`src/rtl/ula_multiciclo_if.sv`:
```
// ula_multiciclo_if
//   Handshake bundle for the multi-cycle ULA.
//   Request channel : in_valid/in_ready with operands a, b and op code.
//   Response channel: out_valid/out_ready with result, Z/C/V/N flags and err.
//   Status          : busy.
//   Modports: master = producer/consumer side, slave = the ULA itself.
interface ula_multiciclo_if #(
  parameter int WIDTH = 16
);
  logic             in_valid;
  logic             in_ready;
  logic [WIDTH-1:0] a;
  logic [WIDTH-1:0] b;
  logic [3:0]       op;
  logic             out_valid;
  logic             out_ready;
  logic [WIDTH-1:0] result;
  logic             flag_z;
  logic             flag_c;
  logic             flag_v;
  logic             flag_n;
  logic             err;
  logic             busy;

  modport master (
    output in_valid, a, b, op, out_ready,
    input  in_ready, out_valid, result, flag_z, flag_c, flag_v, flag_n, err, busy
  );

  modport slave (
    input  in_valid, a, b, op, out_ready,
    output in_ready, out_valid, result, flag_z, flag_c, flag_v, flag_n, err, busy
  );
endinterface

```
`src/rtl/ula_multiciclo.sv`:
```
// ula_multiciclo
//   Multi-cycle ULA: one operation per valid/ready handshake. Single-cycle ops
//   (ADD, SUB, AND, OR, NAND, NOR, XOR, SLTU) finish one cycle after accept;
//   shifts (SLL, SRL, SRA) move one bit per BUSY cycle; the optional multiplier
//   is an unsigned shift-add over a 2*WIDTH accumulator.
//   Result, Z/C/V/N and err are registered and held in DONE until out_ready.
// Ports
//   clk  : rising-edge clock
//   rst  : asynchronous reset, active-high
//   bus  : ula_multiciclo_if.slave (in_valid/in_ready, a, b, op,
//          out_valid/out_ready, result, flag_z/c/v/n, err, busy)
// Configuration
//   ULA_MUL_EN : when defined, op 11 is MUL (WIDTH BUSY cycles); otherwise
//                op 11 is illegal and no multiplier logic exists.
module ula_multiciclo #(
  parameter int WIDTH = 16
) (
  input logic            clk,
  input logic            rst,
  ula_multiciclo_if.slave bus
);

  localparam int SHW = $clog2(WIDTH);
  // One extra bit so the counter can also hold WIDTH for the multiplier.
  localparam int CW  = SHW + 1;

  localparam logic [3:0] OP_ADD  = 4'd0;
  localparam logic [3:0] OP_SUB  = 4'd1;
  localparam logic [3:0] OP_AND  = 4'd2;
  localparam logic [3:0] OP_OR   = 4'd3;
  localparam logic [3:0] OP_NAND = 4'd4;
  localparam logic [3:0] OP_NOR  = 4'd5;
  localparam logic [3:0] OP_XOR  = 4'd6;
  localparam logic [3:0] OP_SLTU = 4'd7;
  localparam logic [3:0] OP_SLL  = 4'd8;
  localparam logic [3:0] OP_SRL  = 4'd9;
  localparam logic [3:0] OP_SRA  = 4'd10;
`ifdef ULA_MUL_EN
  localparam logic [3:0] OP_MUL  = 4'd11;
`endif

  localparam logic [CW-1:0] CNT_ONE = {{(CW-1){1'b0}}, 1'b1};

  typedef enum logic [1:0] {
    S_IDLE = 2'b00,
    S_BUSY = 2'b01,
    S_DONE = 2'b10
  } state_t;

  state_t           state_r;
  state_t           state_nxt_s;
  logic [3:0]       op_r;
  logic [WIDTH-1:0] work_r;
  logic [WIDTH-1:0] work_nxt_s;
  logic [CW-1:0]    cnt_r;
  logic [CW-1:0]    cnt_nxt_s;
`ifdef ULA_MUL_EN
  logic [2*WIDTH-1:0] acc_r;
  logic [2*WIDTH-1:0] acc_nxt_s;
  logic [WIDTH-1:0]   mcand_r;
  logic [WIDTH-1:0]   mcand_nxt_s;
  logic [WIDTH:0]     mul_sum_s;
`endif

  logic             accept_s;
  logic             done_load_s;
  logic [WIDTH-1:0] res_s;
  logic             c_s;
  logic             v_s;
  logic             err_s;

  logic [WIDTH:0]   add_s;
  logic [WIDTH:0]   sub_s;
  logic             add_v_s;
  logic             sub_v_s;
  logic [SHW-1:0]   shamt_s;
  logic [WIDTH-1:0] shift_s;
  logic             shout_s;

  logic [WIDTH-1:0] result_r;
  logic             flag_z_r;
  logic             flag_c_r;
  logic             flag_v_r;
  logic             flag_n_r;
  logic             err_r;
  logic             in_ready_r;
  logic             out_valid_r;
  logic             busy_r;

  // Adder/subtractor shared by ADD, SUB and SLTU; SUB is a + ~b + 1 so bit WIDTH is no-borrow.
  always_comb begin
    add_s   = {1'b0, bus.a} + {1'b0, bus.b};
    sub_s   = {1'b0, bus.a} + {1'b0, ~bus.b} + {{WIDTH{1'b0}}, 1'b1};
    add_v_s = (bus.a[WIDTH-1] == bus.b[WIDTH-1]) && (add_s[WIDTH-1] != bus.a[WIDTH-1]);
    sub_v_s = (bus.a[WIDTH-1] != bus.b[WIDTH-1]) && (sub_s[WIDTH-1] != bus.a[WIDTH-1]);
    shamt_s = bus.b[SHW-1:0];
  end

  // One bit of the serial shifter; SRA keeps the captured sign bit in place.
  always_comb begin
    shift_s = work_r;
    shout_s = 1'b0;
    case (op_r)
      OP_SLL: begin
        shift_s = {work_r[WIDTH-2:0], 1'b0};
        shout_s = work_r[WIDTH-1];
      end
      OP_SRL: begin
        shift_s = {1'b0, work_r[WIDTH-1:1]};
        shout_s = work_r[0];
      end
      OP_SRA: begin
        shift_s = {work_r[WIDTH-1], work_r[WIDTH-1:1]};
        shout_s = work_r[0];
      end
      default: begin
        shift_s = work_r;
        shout_s = 1'b0;
      end
    endcase
  end

`ifdef ULA_MUL_EN
  // Shift-add step: conditionally add the multiplicand into the upper half.
  always_comb begin
    if (acc_r[0]) begin
      mul_sum_s = {1'b0, acc_r[2*WIDTH-1:WIDTH]} + {1'b0, mcand_r};
    end else begin
      mul_sum_s = {1'b0, acc_r[2*WIDTH-1:WIDTH]};
    end
  end
`endif

  // Next-state and load decisions for the IDLE/BUSY/DONE controller.
  always_comb begin
    state_nxt_s = state_r;
    accept_s    = 1'b0;
    done_load_s = 1'b0;
    res_s       = {WIDTH{1'b0}};
    c_s         = 1'b0;
    v_s         = 1'b0;
    err_s       = 1'b0;
    work_nxt_s  = work_r;
    cnt_nxt_s   = cnt_r;
`ifdef ULA_MUL_EN
    acc_nxt_s   = acc_r;
    mcand_nxt_s = mcand_r;
`endif
    case (state_r)
      S_IDLE: begin
        if (bus.in_valid) begin
          accept_s    = 1'b1;
          // Single-cycle unless an iterative op overrides below.
          state_nxt_s = S_DONE;
          done_load_s = 1'b1;
          case (bus.op)
            OP_ADD: begin
              res_s = add_s[WIDTH-1:0];
              c_s   = add_s[WIDTH];
              v_s   = add_v_s;
            end
            OP_SUB: begin
              res_s = sub_s[WIDTH-1:0];
              c_s   = sub_s[WIDTH];
              v_s   = sub_v_s;
            end
            OP_AND:  res_s = bus.a & bus.b;
            OP_OR:   res_s = bus.a | bus.b;
            OP_NAND: res_s = ~(bus.a & bus.b);
            OP_NOR:  res_s = ~(bus.a | bus.b);
            OP_XOR:  res_s = bus.a ^ bus.b;
            OP_SLTU: begin
              res_s = {{(WIDTH-1){1'b0}}, ~sub_s[WIDTH]};
              c_s   = sub_s[WIDTH];
            end
            OP_SLL, OP_SRL, OP_SRA: begin
              if (shamt_s == {SHW{1'b0}}) begin
                res_s = bus.a;
              end else begin
                state_nxt_s = S_BUSY;
                done_load_s = 1'b0;
                work_nxt_s  = bus.a;
                cnt_nxt_s   = {1'b0, shamt_s};
              end
            end
`ifdef ULA_MUL_EN
            OP_MUL: begin
              state_nxt_s = S_BUSY;
              done_load_s = 1'b0;
              acc_nxt_s   = {{WIDTH{1'b0}}, bus.b};
              mcand_nxt_s = bus.a;
              cnt_nxt_s   = CW'(WIDTH);
            end
`endif
            default: begin
              res_s = {WIDTH{1'b0}};
              err_s = 1'b1;
            end
          endcase
        end else begin
          state_nxt_s = S_IDLE;
        end
      end
      S_BUSY: begin
        cnt_nxt_s  = cnt_r - CNT_ONE;
        work_nxt_s = shift_s;
`ifdef ULA_MUL_EN
        acc_nxt_s  = {mul_sum_s, acc_r[WIDTH-1:1]};
`endif
        // The step taken while the count is one is the last; load results directly.
        if (cnt_r == CNT_ONE) begin
          state_nxt_s = S_DONE;
          done_load_s = 1'b1;
`ifdef ULA_MUL_EN
          if (op_r == OP_MUL) begin
            res_s = acc_nxt_s[WIDTH-1:0];
            c_s   = |acc_nxt_s[2*WIDTH-1:WIDTH];
          end else begin
            res_s = shift_s;
            c_s   = shout_s;
          end
`else
          res_s = shift_s;
          c_s   = shout_s;
`endif
        end else begin
          state_nxt_s = S_BUSY;
        end
      end
      S_DONE: begin
        if (bus.out_ready) begin
          state_nxt_s = S_IDLE;
        end else begin
          state_nxt_s = S_DONE;
        end
      end
      default: begin
        state_nxt_s = S_IDLE;
      end
    endcase
  end

  // State register; handshake/status outputs are registered from the next state.
  always_ff @(posedge clk or posedge rst) begin
    if (rst) begin
      state_r     <= S_IDLE;
      in_ready_r  <= 1'b1;
      out_valid_r <= 1'b0;
      busy_r      <= 1'b0;
    end else begin
      state_r     <= state_nxt_s;
      in_ready_r  <= (state_nxt_s == S_IDLE);
      out_valid_r <= (state_nxt_s == S_DONE);
      busy_r      <= (state_nxt_s != S_IDLE);
    end
  end

  // Captured op code plus the iteration datapath (shifter, counter, multiplier).
  always_ff @(posedge clk or posedge rst) begin
    if (rst) begin
      op_r    <= 4'd0;
      work_r  <= {WIDTH{1'b0}};
      cnt_r   <= {CW{1'b0}};
`ifdef ULA_MUL_EN
      acc_r   <= {(2*WIDTH){1'b0}};
      mcand_r <= {WIDTH{1'b0}};
`endif
    end else begin
      if (accept_s) begin
        op_r <= bus.op;
      end else begin
        op_r <= op_r;
      end
      work_r  <= work_nxt_s;
      cnt_r   <= cnt_nxt_s;
`ifdef ULA_MUL_EN
      acc_r   <= acc_nxt_s;
      mcand_r <= mcand_nxt_s;
`endif
    end
  end

  // Result and flags, loaded only on entry to DONE so they stay stable while held.
  always_ff @(posedge clk or posedge rst) begin
    if (rst) begin
      result_r <= {WIDTH{1'b0}};
      flag_z_r <= 1'b0;
      flag_c_r <= 1'b0;
      flag_v_r <= 1'b0;
      flag_n_r <= 1'b0;
      err_r    <= 1'b0;
    end else if (done_load_s) begin
      result_r <= res_s;
      flag_z_r <= (res_s == {WIDTH{1'b0}});
      flag_c_r <= c_s;
      flag_v_r <= v_s;
      flag_n_r <= res_s[WIDTH-1];
      err_r    <= err_s;
    end else begin
      result_r <= result_r;
      flag_z_r <= flag_z_r;
      flag_c_r <= flag_c_r;
      flag_v_r <= flag_v_r;
      flag_n_r <= flag_n_r;
      err_r    <= err_r;
    end
  end

  assign bus.in_ready  = in_ready_r;
  assign bus.out_valid = out_valid_r;
  assign bus.busy      = busy_r;
  assign bus.result    = result_r;
  assign bus.flag_z    = flag_z_r;
  assign bus.flag_c    = flag_c_r;
  assign bus.flag_v    = flag_v_r;
  assign bus.flag_n    = flag_n_r;
  assign bus.err       = err_r;

endmodule

```
`src/flat_wrapper.sv`:
```
// flat-port wrapper written by rule: the top's interface ports become plain ports
module ula_multiciclo_flat 
#(
  parameter int WIDTH = 16
)
  (clk, rst, bus_in_valid, bus_a, bus_b, bus_op, bus_out_ready, bus_in_ready, bus_out_valid, bus_result, bus_flag_z, bus_flag_c, bus_flag_v, bus_flag_n, bus_err, bus_busy);
  ula_multiciclo_if #(.WIDTH(WIDTH)) bus_i ();
  input logic clk;
  input logic rst;
  input wire logic [$bits(bus_i.in_valid)-1:0] bus_in_valid;
  input wire logic [$bits(bus_i.a)-1:0] bus_a;
  input wire logic [$bits(bus_i.b)-1:0] bus_b;
  input wire logic [$bits(bus_i.op)-1:0] bus_op;
  input wire logic [$bits(bus_i.out_ready)-1:0] bus_out_ready;
  output wire logic [$bits(bus_i.in_ready)-1:0] bus_in_ready;
  output wire logic [$bits(bus_i.out_valid)-1:0] bus_out_valid;
  output wire logic [$bits(bus_i.result)-1:0] bus_result;
  output wire logic [$bits(bus_i.flag_z)-1:0] bus_flag_z;
  output wire logic [$bits(bus_i.flag_c)-1:0] bus_flag_c;
  output wire logic [$bits(bus_i.flag_v)-1:0] bus_flag_v;
  output wire logic [$bits(bus_i.flag_n)-1:0] bus_flag_n;
  output wire logic [$bits(bus_i.err)-1:0] bus_err;
  output wire logic [$bits(bus_i.busy)-1:0] bus_busy;
  assign bus_i.in_valid = bus_in_valid;
  assign bus_i.a = bus_a;
  assign bus_i.b = bus_b;
  assign bus_i.op = bus_op;
  assign bus_i.out_ready = bus_out_ready;
  assign bus_in_ready = bus_i.in_ready;
  assign bus_out_valid = bus_i.out_valid;
  assign bus_result = bus_i.result;
  assign bus_flag_z = bus_i.flag_z;
  assign bus_flag_c = bus_i.flag_c;
  assign bus_flag_v = bus_i.flag_v;
  assign bus_flag_n = bus_i.flag_n;
  assign bus_err = bus_i.err;
  assign bus_busy = bus_i.busy;
  ula_multiciclo #(.WIDTH(WIDTH)) u_core (.clk(clk), .rst(rst), .bus(bus_i));
endmodule
```
`config.mk`:
```
export PLATFORM = sky130hd
export DESIGN_NAME = ula_multiciclo_flat
export DESIGN_NICKNAME = d
export VERILOG_FILES = /design/src/rtl/ula_multiciclo_if.sv /design/src/rtl/ula_multiciclo.sv /design/src/flat_wrapper.sv
export SDC_FILE = /design/constraint.sdc
export NUM_CORES = 1
export LEC_CHECK = 0
export BUFFER_PORTS_ARGS = -buffer_cell sky130_fd_sc_hd__clkbuf_2
export CAP_MARGIN = 20
export CORE_UTILIZATION = 45
export DETAILED_ROUTE_END_ITERATION = 10
export GPL_ROUTABILITY_DRIVEN = 0
export MAX_ROUTING_LAYER = met4
export PLACE_DENSITY = 0.76
export SLEW_MARGIN = 20
export SYNTH_ARGS = -nofsm -noshare
export SYNTH_HDL_FRONTEND = slang
export SYNTH_SLANG_ARGS = --single-unit
```
`constraint.sdc`:
```
create_clock -name clk -period 2.6 [get_ports clk]
set_input_delay 0.13 -clock clk [delete_from_list [all_inputs] [get_ports clk]]
set_output_delay 0.13 -clock clk [all_outputs]
set_load 0.01 [all_outputs]
```
-- Yosys cells after proc, flatten, opt, wreduce, memory -nomap -nowiden
Cells that the tools add are included.
- add/subtract/negate cells: 4
- eq/ne operators: 24
- muxes and demuxes: 38
- bitwise logic cells: 7
- reductions and logical operators: 14
- operator list (kind ; count):
    16-bit case mux with 9 select lines ; 1
    16-bit two-way mux ; 6
    16-bit case mux with 2 select lines ; 2
    16-bit NOT ; 3
    16-bit case mux with 3 select lines ; 1
    16-bit by 16-bit adder with 17-bit output ; 2
    4-bit == test (second input constant) ; 6
    17-bit by 1-bit adder with 17-bit output (second input constant) ; 1
    16-bit AND ; 1
    4-bit by 3-bit == test with 1-bit output (second input constant) ; 4
    16-bit zero test ; 1
    16-bit bitwise OR ; 1
    16-bit XOR ; 1
    5-bit two-way mux ; 3
    1-bit two-way mux ; 13
    11-bit OR reduction ; 1
    2-bit two-way mux ; 5
    1-bit case mux with 2 select lines ; 5
    5-bit case mux with 2 select lines ; 1
    4-bit by 2-bit == test with 1-bit output (second input constant) ; 2
    4-bit zero test ; 2
    2-bit != test (second input constant) ; 3
    2-bit case mux with 3 select lines ; 1
    5-bit by 1-bit == test with 1-bit output (second input constant) ; 1
    other kinds (13) ; 20
- register bits after elaboration: 51
- input bits: 40
- output and inout port bits: 24
- logic and storage cells: 100

-- Depth between registers and ports, before layout
- word-level depth: 8
- depth in mapped cells: 12
- depth with buffers taken out: 12

-- Worst setup path after synthesis
OpenSTA, ideal clock, no wires.
- path kind: input -> register
- start: input port bus_b[0]
- end: register u_core.flag_z_r, in the netlist u_core.bus.flag_z
- setup time: 0.076 ns
- arrival time: 2.672 ns
- required time: 2.524 ns
- slack: -0.148 ns
- cell stages on the path: 11
- path buffers: 0
- path through: ha_1 -> fa_1 -> a211oi_1 -> o21ai_1 -> a32oi_1 -> a21oi_1 -> o41a_1 -> a221o_1 -> a21oi_1 -> nand4_1 -> o21ai_1
- word-level cells in the longest chain between the ends: 8
- elaborated cells between the ends (all ways): 20
- those cells by class: add/sub: 3; mux: 8; bitwise: 7; reduce/logical: 2
- ends and longest elaborated chain (element ; RTL line ; RTL):
    start, declared ; flat_wrapper.sv:12 ; input wire logic [$bits(bus_i.b)-1:0] bus_b;
    16-bit NOT ; ula_multiciclo.sv:93 ; sub_s = {1'b0, bus.a} + {1'b0, ~bus.b} + {{WIDTH{1'b0}}, 1'b1};
    16-bit by 16-bit adder with 17-bit output ; ula_multiciclo.sv:93 ;
    17-bit by 1-bit adder with 17-bit output ; ula_multiciclo.sv:93 ;
    1-bit NOT ; ula_multiciclo.sv:173 ; res_s = {{(WIDTH-1){1'b0}}, ~sub_s[WIDTH]};
    16-bit case mux with 9 select lines ; ula_multiciclo.sv:156 ; case (bus.op)
    16-bit two-way mux ; ula_multiciclo.sv:151 ; if (bus.in_valid) begin
    16-bit case mux with 2 select lines ; ula_multiciclo.sv:149 ; case (state_r)
    16-bit zero test ; ula_multiciclo.sv:294 ; flag_z_r <= (res_s == {WIDTH{1'b0}});
    end signal, assigned ; ula_multiciclo.sv:294 ;
    end signal, assigned ; ula_multiciclo.sv:301 ; flag_z_r <= flag_z_r;
    end, declared ; ula_multiciclo.sv:81 ; logic flag_z_r;
Parallel ways exist; a longest one is shown, timed or not.
A chain may end at the register's enable or synchronous reset.

-- Worst setup path after layout
- start: register u_core.cnt_r[1]
- end: register u_core.flag_z_r, in the netlist u_core.bus.flag_z
- word-level cells in the longest chain between the ends: 4
- elaborated cells between the ends (all ways): 6
- those cells by class: eq/ne: 1; mux: 4; reduce/logical: 1
- ends and longest elaborated chain (element ; RTL line ; RTL):
    start, declared ; ula_multiciclo.sv:55 ; logic [CW-1:0] cnt_r;
    start signal, assigned ; ula_multiciclo.sv:263 ; cnt_r <= {CW{1'b0}};
    start signal, assigned ; ula_multiciclo.sv:275 ; cnt_r <= cnt_nxt_s;
    5-bit by 1-bit == test with 1-bit output * ; ula_multiciclo.sv:211 ; if (cnt_r == CNT_ONE) begin
    16-bit two-way mux ; ula_multiciclo.sv:211 ;
    16-bit case mux with 2 select lines ; ula_multiciclo.sv:149 ;
    16-bit zero test ; ula_multiciclo.sv:294 ;
Mark *: on every way between the ends. The rest lies on a longest branch, timed or not.

==> impl_summary.md <==
Outcome
The flow ran to the end, but the final reports show violations. The checks that failed: negative hold slack, negative setup slack.

Final layout
The area growth from synthesis to layout is 35.6%. The number of fill cells in the layout is 1,045. The library cell used most frequently in the layout, excluding fill and tap cells, is sky130_fd_sc_hd__buf_4. The fraction of layout cells with a size suffix above 1 is 0.352.

The net count reported at finish is 1,022. The finished cells cover 7780 um2. The top cell types in the final layout, fill and taps aside, are sky130_fd_sc_hd__buf_4 (180), sky130_fd_sc_hd__nand2_1 (72), sky130_fd_sc_hd__nor2_1 (66), sky130_fd_sc_hd__clkbuf_2 (63), sky130_fd_sc_hd__inv_1 (51). The antenna cell count is 0.

Clock tree
CTS saw 50 sinks. The number of clock buffers added by TritonCTS is 5. The tree is rooted in a sky130_fd_sc_hd__clkbuf_16.

The clock-pin slew of the registers on the worst-case setup and hold paths is 0.07 ns. The hold buffer count at cts is 0. The clock reaches the later pin of the worst-skew pair after 0.29 ns. The maximum clock path buffer count is 2. The TritonCTS clock tree is done. The CTS H-tree depth is 2.

Worst setup path
For flop-to-flop paths, the worst setup slack is -0.12 ns. STA classifies the critical path endpoint as a flip-flop. The largest fanout of any net on the critical path is 4. At the worst endpoint, the required time is 2.78 ns. The data arrival at the endpoint of the critical path is 2.90 ns.

The element type at the critical path start is a flip-flop. The launch point of the worst reg-to-reg path is u_core.cnt_r[1]. The critical path is of the reg -> reg type. For the worst flop-to-flop path, the logic depth is 12.

The destination of the worst register-to-register timing path is u_core.bus.flag_z.

Timing
The worst-margin pin slew is 0.642 ns. Timing would allow up to 0.367 GHz. The number of hold violations in the final report is 16. The time the final worst path needs with I/O delays and setup is 2.72 ns.

Headroom to the max-slew limit came out at 0.572. Hold timing on the final database bottoms out at a slack of -0.0165 ns. Setup violations remaining at the end of the flow were counted as 2. Adding up every negative setup slack in the final design gives -0.180 ns. The number of pins exceeding their max-slew limit in the final report was 0. The worst setup slack after layout is -0.122 ns. The final clock period utilization by the worst path is 1.05.

Setup repair after global routing could not meet its margin everywhere. The clock arrives with 0.00731 ns of skew.

Die
In this run the horizontal extent of the chip is 115 um. For this design the top-level I/O count stands at 64. The floorplan has 40 rows. The die is 115 um tall. The starting density of the core is 0.470. The die covers 13,200 um2. The area of the placeable core is 12,200 um2.

Detailed routing
In this run the remaining antenna-violating nets after routing total 0. The average wire per cell in the routed design is 19.3 um. For this run, design rule violations remaining after detail routing come to 0. In this run, the number of DRC markers left after iteration 0 of detailed routing was 999.

The first TritonRoute pass finished after 6 iterations. The routed design has 21,200 um of wire. The number of vias in the routed layout is 6,890. In the routed layout, each cell is associated on average with a via count of 6.28.

Place
Summing all placed instances gives a cell area of 7350 um2. In this run the tool buffered the top-level ports with 63 buffer cells. The final HPWL from detailed placement is 16,400 um.

Worst hold path
The classification of the worst-slack hold path is in -> async.

Logic synthesis
The synthesis-stage register bit count is 50. The number of different library cells in the post-synthesis netlist is 90. Each instance of the synthesized netlist takes up on average 7.92 um2. For this run, asynchronously set or reset flops after synthesis account for 1.00.

The number of nets handed over by synthesis was 818. The number of enable flip-flop cells after synthesis is 0. For this run, the register share of the synthesized area comes to 0.218. During synthesis, Yosys emitted a total of 0 warnings. The cell count after synthesis came out at 725. The cell area after technology mapping is 5740 um2. For this run, the leading register cell type out of synthesis is sky130_fd_sc_hd__dfrtp_1.

GRT
The number of global-route vias before repair came to 6,293. Summed over all layers, the global routing overflow is 0. The global-route wire length before repair is 32,600 um. For this run, the total global-route usage over all layers was measured as 0.328. The initial antenna violation count came to 0. Entering global routing, the biggest net connects 51 pins.

Power
The post-layout total power is 5.44 mW. VDD sags by at most 0.000360 V. The leakage power of the design is 3.73 nW.

In this run the power density over the cells is 698 nW/um2.

Job
Across the run, the number of max-cap violations was 0.
cell usage after synthesis (3+ instances only):
| cell type | count | share of area |
|---|---|---|
| sky130_fd_sc_hd__a2111oi_0 | 6 | 0.0092 |
| sky130_fd_sc_hd__a211o_1 | 3 | 0.0046 |
| sky130_fd_sc_hd__a211oi_1 | 18 | 0.024 |
| sky130_fd_sc_hd__a21o_1 | 8 | 0.010 |
| sky130_fd_sc_hd__a21oi_1 | 46 | 0.040 |
| sky130_fd_sc_hd__a221o_1 | 18 | 0.031 |
| sky130_fd_sc_hd__a221oi_1 | 6 | 0.0092 |
| sky130_fd_sc_hd__a222oi_1 | 5 | 0.0087 |
| sky130_fd_sc_hd__a22oi_1 | 7 | 0.0092 |
| sky130_fd_sc_hd__a2bb2oi_1 | 6 | 0.0092 |
| sky130_fd_sc_hd__a31oi_1 | 3 | 0.0033 |
| sky130_fd_sc_hd__a32oi_1 | 6 | 0.0092 |
| sky130_fd_sc_hd__and2_1 | 3 | 0.0033 |
| sky130_fd_sc_hd__and3_1 | 5 | 0.0054 |
| sky130_fd_sc_hd__buf_2 | 9 | 0.0078 |
| sky130_fd_sc_hd__buf_4 | 4 | 0.0052 |
| sky130_fd_sc_hd__buf_6 | 4 | 0.0078 |
| sky130_fd_sc_hd__clkbuf_1 | 27 | 0.018 |
| sky130_fd_sc_hd__dfrtp_1 | 49 | 0.21 |
| sky130_fd_sc_hd__ha_1 | 51 | 0.11 |
| sky130_fd_sc_hd__inv_1 | 55 | 0.036 |
| sky130_fd_sc_hd__mux2_2 | 3 | 0.0059 |
| sky130_fd_sc_hd__mux2i_1 | 14 | 0.024 |
| sky130_fd_sc_hd__nand2_1 | 72 | 0.047 |
| sky130_fd_sc_hd__nand2b_1 | 10 | 0.011 |
| sky130_fd_sc_hd__nand3_1 | 15 | 0.013 |
| sky130_fd_sc_hd__nand4_1 | 5 | 0.0054 |
| sky130_fd_sc_hd__nor2_1 | 68 | 0.044 |
| sky130_fd_sc_hd__nor2b_1 | 8 | 0.0087 |
| sky130_fd_sc_hd__nor3_1 | 14 | 0.012 |
| sky130_fd_sc_hd__nor3b_1 | 5 | 0.0065 |
| sky130_fd_sc_hd__nor4_1 | 4 | 0.0044 |
| sky130_fd_sc_hd__nor4b_1 | 3 | 0.0046 |
| sky130_fd_sc_hd__o211a_1 | 4 | 0.0070 |
| sky130_fd_sc_hd__o211ai_1 | 7 | 0.0092 |
| sky130_fd_sc_hd__o21ai_0 | 38 | 0.033 |
| sky130_fd_sc_hd__o21bai_1 | 6 | 0.0078 |
| sky130_fd_sc_hd__o221a_2 | 3 | 0.0059 |
| sky130_fd_sc_hd__o221ai_1 | 9 | 0.014 |
| sky130_fd_sc_hd__o22ai_1 | 17 | 0.019 |
| sky130_fd_sc_hd__or2_2 | 7 | 0.0076 |
| sky130_fd_sc_hd__or3_1 | 4 | 0.0044 |
| sky130_fd_sc_hd__or4_1 | 6 | 0.0078 |
| sky130_fd_sc_hd__xnor2_1 | 4 | 0.0061 |
cell type report:
class | instances | area [um2] | share of cell area
repair buffers | 246 | 1720 | 0.221
flip-flops and latches | 50 | 1250 | 0.161
clock buffers | 6 | 129 | 0.0166
well taps | 168 | 210 | 0.0270
inverters | 56 | 210 | 0.0270
clock inverters | 2 | 13.8 | 0.00177
multi-input cells | 570 | 4250 | 0.546
where the power goes:
part           switching (mW)  leakage, nW  total, mW  internal, mW
logic                    1.82         3.03       3.33          1.51
clock network           0.295       0.0712      0.654         0.359
registers               0.309        0.629       1.45          1.14
total                    2.42         3.73       5.44          3.01
registers in the layout, indices dropped and copies added (netlist names):
name and count:
u_core.bus.busy 1, u_core.bus.err 1, u_core.bus.flag_c 1, u_core.bus.flag_v 1, u_core.bus.flag_z 1, u_core.bus.in_ready 1
u_core.bus.out_valid 1, u_core.bus.result 16, u_core.cnt_r 5, u_core.op_r 4, u_core.state_r 2, u_core.work_r 16
per-stage QoR:
step | std cells | util | hold WS (ns) | setup WS [ns]
2_1_floorplan | 725 | - | 0.269 | 0.0264
3_3_place_gp | 1085 | 0.602 | 0.327 | -0.449
3_5_place_dp | 1085 | 0.602 | 0.325 | -0.424
6_report | 1098 | 0.638 | -0.0165 | -0.122
4_1_cts | 1094 | 0.619 | 0.0140 | -0.0574
5_1_grt | 1098 | 0.638 | 0.0520 | -0.160
routing by layer:
metal / part of all wire / routed length (um) / global-route usage
met5: 0 / 0 / -
met2: 0.44 / 9410 / 0.498
met3: 0.12 / 2590 / 0.0717
met4: 0.049 / 1040 / 0.152
met1: 0.39 / 8200 / 0.415
critical path, stage by stage (launching register included):
cell and delay, ns:
sky130_fd_sc_hd__dfrtp_1 0.39, sky130_fd_sc_hd__inv_2 0.08, sky130_fd_sc_hd__ha_4 0.11, sky130_fd_sc_hd__or4b_4 0.50, sky130_fd_sc_hd__or2_4 0.27, sky130_fd_sc_hd__buf_6 0.13, sky130_fd_sc_hd__a221o_1 0.33, sky130_fd_sc_hd__nor4bb_4 0.18
sky130_fd_sc_hd__a32o_2 0.31, sky130_fd_sc_hd__nand4_1 0.10, sky130_fd_sc_hd__nor4bb_1 0.06, sky130_fd_sc_hd__nand3_1 0.08, sky130_fd_sc_hd__o21ai_1 0.06
repair_timing:
action | CTS | global route
resized for setup | 18 | 37
endpoints found under the setup margin | 6 | 11
pin swaps | 2 | 16
endpoints found under the hold margin | 0 | 0
buffers inserted | 1 | 4
kinds of logic (layout without fill, tap and decap cells):
group / count (synthesis) / count (layout) / share of synthesized area
adder cells (fa/ha/maj): 53 / 53 / 0.118
flip-flops: 50 / 50 / 0.218
XOR/XNOR: 6 / 6 / 0.00915
AO/OA/AOI/OAI: 249 / 249 / 0.317
AND/OR/NAND/NOR: 244 / 244 / 0.211
multiplexers: 18 / 18 / 0.0342
buffers and inverters: 105 / 310 / 0.0919
worst max path at each step:
stage / startpoint / cells after the start / to / slack [ns]
finish: u_core.cnt_r[1] / 12 / u_core.bus.flag_z / -0.12
global route: u_core.cnt_r[1] / 12 / u_core.bus.flag_z / -0.16
CTS: u_core.cnt_r[1] / 12 / u_core.bus.flag_z / -0.06
global placement: bus_b[6] / 11 / u_core.bus.flag_v / -0.45
detailed placement: bus_b[6] / 11 / u_core.bus.flag_v / -0.42
floorplan: bus_b[4] / 12 / u_core.bus.flag_z / 0.03
No activity file was read; power rests on OpenSTA's default activity.
